### src/rtl/bsearch_ctrl.sv
// Binary-search controller driving the probe side of an n-bit comparator.
// Searches for the comparator's a operand using its agb/aeb/alb flags.
module bsearch_ctrl #(
  parameter int N  = 8,
  parameter int CW = 4
) (
  input  logic          clk,
  input  logic          rst_n,
  input  logic          start,
  output logic [N-1:0]  probe,
  input  logic          agb,
  input  logic          aeb,
  input  logic          alb,
  output logic          busy,
  output logic          done,
  output logic          found,
  output logic          err,
  output logic [N-1:0]  result,
  output logic [CW-1:0] steps
);

  typedef enum logic {
    IDLE,
    SEARCH
  } state_e;

  state_e        state_q, state_d;
  logic [N-1:0]  lo_q, lo_d;
  logic [N-1:0]  hi_q, hi_d;
  logic [CW-1:0] steps_q, steps_d;
  logic [N-1:0]  result_q, result_d;
  logic          found_q, found_d;
  logic          err_q, err_d;
  logic          done_q, done_d;
  logic [2:0]    flags;
  logic          onehot;

  assign probe  = lo_q + ((hi_q - lo_q) >> 1);
  assign flags  = {agb, aeb, alb};
  assign onehot = (flags == 3'b100) ||
                  (flags == 3'b010) ||
                  (flags == 3'b001);

  always_ff @(posedge clk or negedge rst_n) begin
    if (!rst_n) begin
      state_q  <= IDLE;
      lo_q     <= '0;
      hi_q     <= '0;
      steps_q  <= '0;
      result_q <= '0;
      found_q  <= 1'b0;
      err_q    <= 1'b0;
      done_q   <= 1'b0;
    end else begin
      state_q  <= state_d;
      lo_q     <= lo_d;
      hi_q     <= hi_d;
      steps_q  <= steps_d;
      result_q <= result_d;
      found_q  <= found_d;
      err_q    <= err_d;
      done_q   <= done_d;
    end
  end

  always_comb begin
    state_d  = state_q;
    lo_d     = lo_q;
    hi_d     = hi_q;
    steps_d  = steps_q;
    result_d = result_q;
    found_d  = found_q;
    err_d    = err_q;
    done_d   = 1'b0;
    unique case (state_q)
      IDLE: begin
        if (start) begin
          lo_d     = '0;
          hi_d     = '1;
          steps_d  = '0;
          result_d = '0;
          found_d  = 1'b0;
          err_d    = 1'b0;
          state_d  = SEARCH;
        end
      end
      SEARCH: begin
        steps_d  = steps_q + CW'(1);
        if (!onehot) begin
          err_d    = 1'b1;
          found_d  = 1'b0;
          result_d = probe;
          done_d   = 1'b1;
          state_d  = IDLE;
        end else begin
          // Exhausted checks guard the +1/-1 against wrap.
          unique case (1'b1)
            aeb: begin
              found_d  = 1'b1;
              result_d = probe;
              done_d   = 1'b1;
              state_d  = IDLE;
            end
            agb: begin
              if (probe == hi_q) begin
                found_d  = 1'b0;
                result_d = probe;
                done_d   = 1'b1;
                state_d  = IDLE;
              end else begin
                lo_d = probe + N'(1);
              end
            end
            alb: begin
              if (probe == lo_q) begin
                found_d  = 1'b0;
                result_d = probe;
                done_d   = 1'b1;
                state_d  = IDLE;
              end else begin
                hi_d = probe - N'(1);
              end
            end
            default: ;
          endcase
        end
      end
      default: state_d = IDLE;
    endcase
  end

  assign busy   = (state_q == SEARCH);
  assign done   = done_q;
  assign found  = found_q;
  assign err    = err_q;
  assign result = result_q;
  assign steps  = steps_q;

endmodule
### config.mk
export PLATFORM = sky130hd
export DESIGN_NAME = bsearch_ctrl
export DESIGN_NICKNAME = d
export VERILOG_FILES = /design/src/rtl/bsearch_ctrl.sv
export SDC_FILE = /design/constraint.sdc
export NUM_CORES = 1
export LEC_CHECK = 0
export CAP_MARGIN = 20
export CELL_PAD_IN_SITES_DETAIL_PLACEMENT = 2
export CELL_PAD_IN_SITES_GLOBAL_PLACEMENT = 2
export CORE_MARGIN = 10
export CORE_UTILIZATION = 36
export CTS_CLUSTER_DIAMETER = 50
export DETAILED_ROUTE_END_ITERATION = 10
export GPL_TIMING_DRIVEN = 1
export HOLD_SLACK_MARGIN = 0.15
export PLACE_DENSITY = 0.77
export SLEW_MARGIN = 30
export SYNTH_ARGS = -nofsm -noshare
export SYNTH_HDL_FRONTEND = slang
export SYNTH_SLANG_ARGS = --single-unit
export TNS_END_PERCENT = 100
### constraint.sdc
create_clock -name clk -period 5.5 [get_ports clk]
set_input_delay 0.825 -clock clk [delete_from_list [all_inputs] [get_ports clk]]
set_output_delay 0.825 -clock clk [all_outputs]
set_load 0.01 [all_outputs]
==> flow_summary.ini <==
[outcome]
status = finished clean

[timing]
final-max-slew-violation-count = 0
period_minus_slack_ns = 5.19
tns_ns = 0
fin_worst_skew_ns = 0.00671
finalCritPeriodShare_pct = 94.3
fmax_mhz = 193
grt_setup_unrepaired = no
slew_headroom_pct = 57.3
setup_viol = 0
fin_ws_ns = 0.315
worst_pin_slew_ns = 0.638
hold_viol = 0

[critical_path]
criticalPathCategory = reg -> out
start_kind = flip-flop
ff2ff_path_depth = 17
r2r-end = result[6]
reg2reg_from = lo_q[1]
crit_fanout = 8
r2r_slack_ns = 0.66
cp_data_required_time_ns = 4.68
cp-end-kind = output pin
arrival_ns = 4.36

[min_path]
hp-start = result[3]
holdCritPathClass = reg -> reg
hold_end = result[3]
min_path_cells = 2

[global_routing]
grt_pass1_vias = 3019
antenna_found_initial = 0
grt_pass1_wl_um = 17000
grt-ovfl-total = 0
grtUsageTotal_pct = 16.6
grt_max_degree = 41

[synthesis]
yosysWarnings = 0
ys_top_cells_by_area = dfrtp_1 26%, ha_1 6.6%, nand2_1 4.3%
yosysTopAreaCellShare_pct = 26.3
ys_seq_elements = 32
syn_nets = 357
yosysSeqAreaShare_pct = 26.3
synth_edf_count = 0
synthFlopType = dfrtp_1
synth_cell_types = 68
syn_area_um2 = 3040
async_reset_ff_share_pct = 100
synth_top_area_cell = dfrtp_1
syn_area_per_cell_um2 = 9.13
synthCells = 333

[cts]
cts.sinks = 32
postCtsSetupBuffers = 0
cts_max_level = 2
cts.reportedPaths.clkPinSlew_ns = 0.07
clock-root-buffer = clkbuf_8
clk_latency_ns = 0.29
clk_path_buf_depth = 2
cts_tree = built
cts_buffers = 5

[floorplan]
rows = 33
die_h_um = 112
die_x_um = 112
coreArea_um2 = 8220
start_util_pct = 37.0
die_area_um2 = 12500
ios = 30

[drt]
wl_um = 10300
drc_errors = 0
first_pass_iters = 4
wl_per_cell_um = 22.3
viasPerCell = 5.90
ant_nets = 0
vias = 2713
dr.first_iter.drc_count = 112

[place]
place_inst = 452
place_congestion = 0.831
post-dp-hpwl_um = 7780
numPortBuffers = 29
pre_cts_ws_ns = 0.303

[finish]
antennaDiodeCount = 0
fin_nets = 378
area_delta_synth_final_pct = 15.3
nFillCells = 905
final_layout_size_suffix_gt1_share_pct = 13.2
final_cell_count_no_fill = 460

[flow_run]
cap_violations = 0
## cell type report
type | count | area, µm² | share of cell area [%]
tap | 105 | 131 | 3.75
sequential | 32 | 801 | 22.9
clock buffer | 8 | 90.1 | 2.57
timing repair buffer | 34 | 328 | 9.36
multi-input combinational | 262 | 2080 | 59.4
inverter | 19 | 71.3 | 2.04
## sequential cells by signal (all words and copies together), names as in the netlist
| name | flops |
|---|---|
| done | 1 |
| steps | 4 |
| lo_q | 8 |
| found | 1 |
| hi_q | 8 |
| result | 8 |
| busy | 1 |
| err | 1 |
## worst max-delay path by stage
stage / slack, ns / end / from / depth (start not counted)
final: 0.31 / probe[7] / lo_q[1] / 14
after global routing: 0.05 / probe[7] / lo_q[1] / 14
after CTS: 0.21 / probe[7] / lo_q[1] / 13
after detailed placement: 0.30 / probe[6] / lo_q[1] / 14
after global placement: 0.37 / probe[6] / lo_q[1] / 14
after floorplan: 1.36 / result[1] / lo_q[1] / 18
## synth_stat cells (3+ instances only)
library cell   n
and3_1         3
dfrtp_1       32
mux2_2         3
buf_2          4
clkbuf_1      10
xnor2_2        4
nor2_1        24
a32o_1         4
xnor3_1        4
nand2b_1       4
o211ai_2       9
o2111ai_1      3
buf_1          3
nand2_1       35
o211ai_1       5
a221o_1        6
inv_1         19
xor2_1        12
and2_1         4
xnor2_1       15
buf_6          3
nor3_1         8
a31oi_1        7
a21o_1         3
a21oi_1       20
nand3_1        7
o31ai_1        3
or3_1          3
o21ai_0       10
ha_1          16
## kinds of logic after synthesis
group	share of synthesized area, %
buffers and inverters	5.72
muxes	1.11
and+or+nand+nor	17.1
AOI/OAI and AO/OA	28.4
xor gates and xnor gates	13.4
adders and majority gates	7.90
DFF	26.3
## repair_timing
action,4_1_cts,5_1_grt
resized for setup,1,2
hold buffers,0,0
endpoints found under the hold margin,0,0
setup endpoints to repair,1,2
## per-stage QoR
step / cell area, µm² / hold WS, ns / util (%)
after floorplan: 3040 / 0.504 / -
after global placement: 3400 / 0.501 / 41.3
after detailed placement: 3400 / 0.519 / 41.3
after CTS: 3490 / 0.536 / 42.5
after global routing: 3500 / 0.568 / 42.6
final: 3500 / 0.528 / 42.6
## layout by cell type (no fill, tap or decap), types with 5 or more instances in the layout
cell and n:
nand2_1 35, o21ai_0 10, buf_4 5, xnor2_2 5, o211ai_2 9, nand3_1 7, o211ai_1 5, xor2_1 12
clkbuf_8 6, inv_1 19, clkdlybuf4s50_1 29, a31oi_1 7, xnor2_1 14, a221o_1 6, ha_1 15, nor2_1 23
a21oi_1 20, dfrtp_1 32, nor3_1 7
## layer usage
metal | routed length (µm) | share of wire, % | track usage [%] | up-vias
li1 | - | - | - | 1270
met1 | 4750 | 46 | 21.6 | 1391
met2 | 5000 | 49 | 27.5 | 37
met3 | 366 | 3.6 | 3.60 | 15
met4 | 142 | 1.4 | 3.68 | 0
met5 | 0 | 0 | 0 | -
## critical path: stages, from the launching register on
cell and delay (ns):
dfrtp_1 0.42, inv_1 0.17, ha_1 0.26, a21o_1 0.16
a21oi_1 0.22, o21bai_1 0.10, a21o_1 0.23, a2111o_1 0.42
o211ai_1 0.11, ha_1 0.37, a21oi_1 0.29, o211ai_1 0.13
nand2_1 0.37, xnor2_2 0.21, clkdlybuf4s50_1 0.61
Power is left out: the tool's default activity adds up to more than one toggle a clock period on the data nets, which glitch-free logic cannot reach.
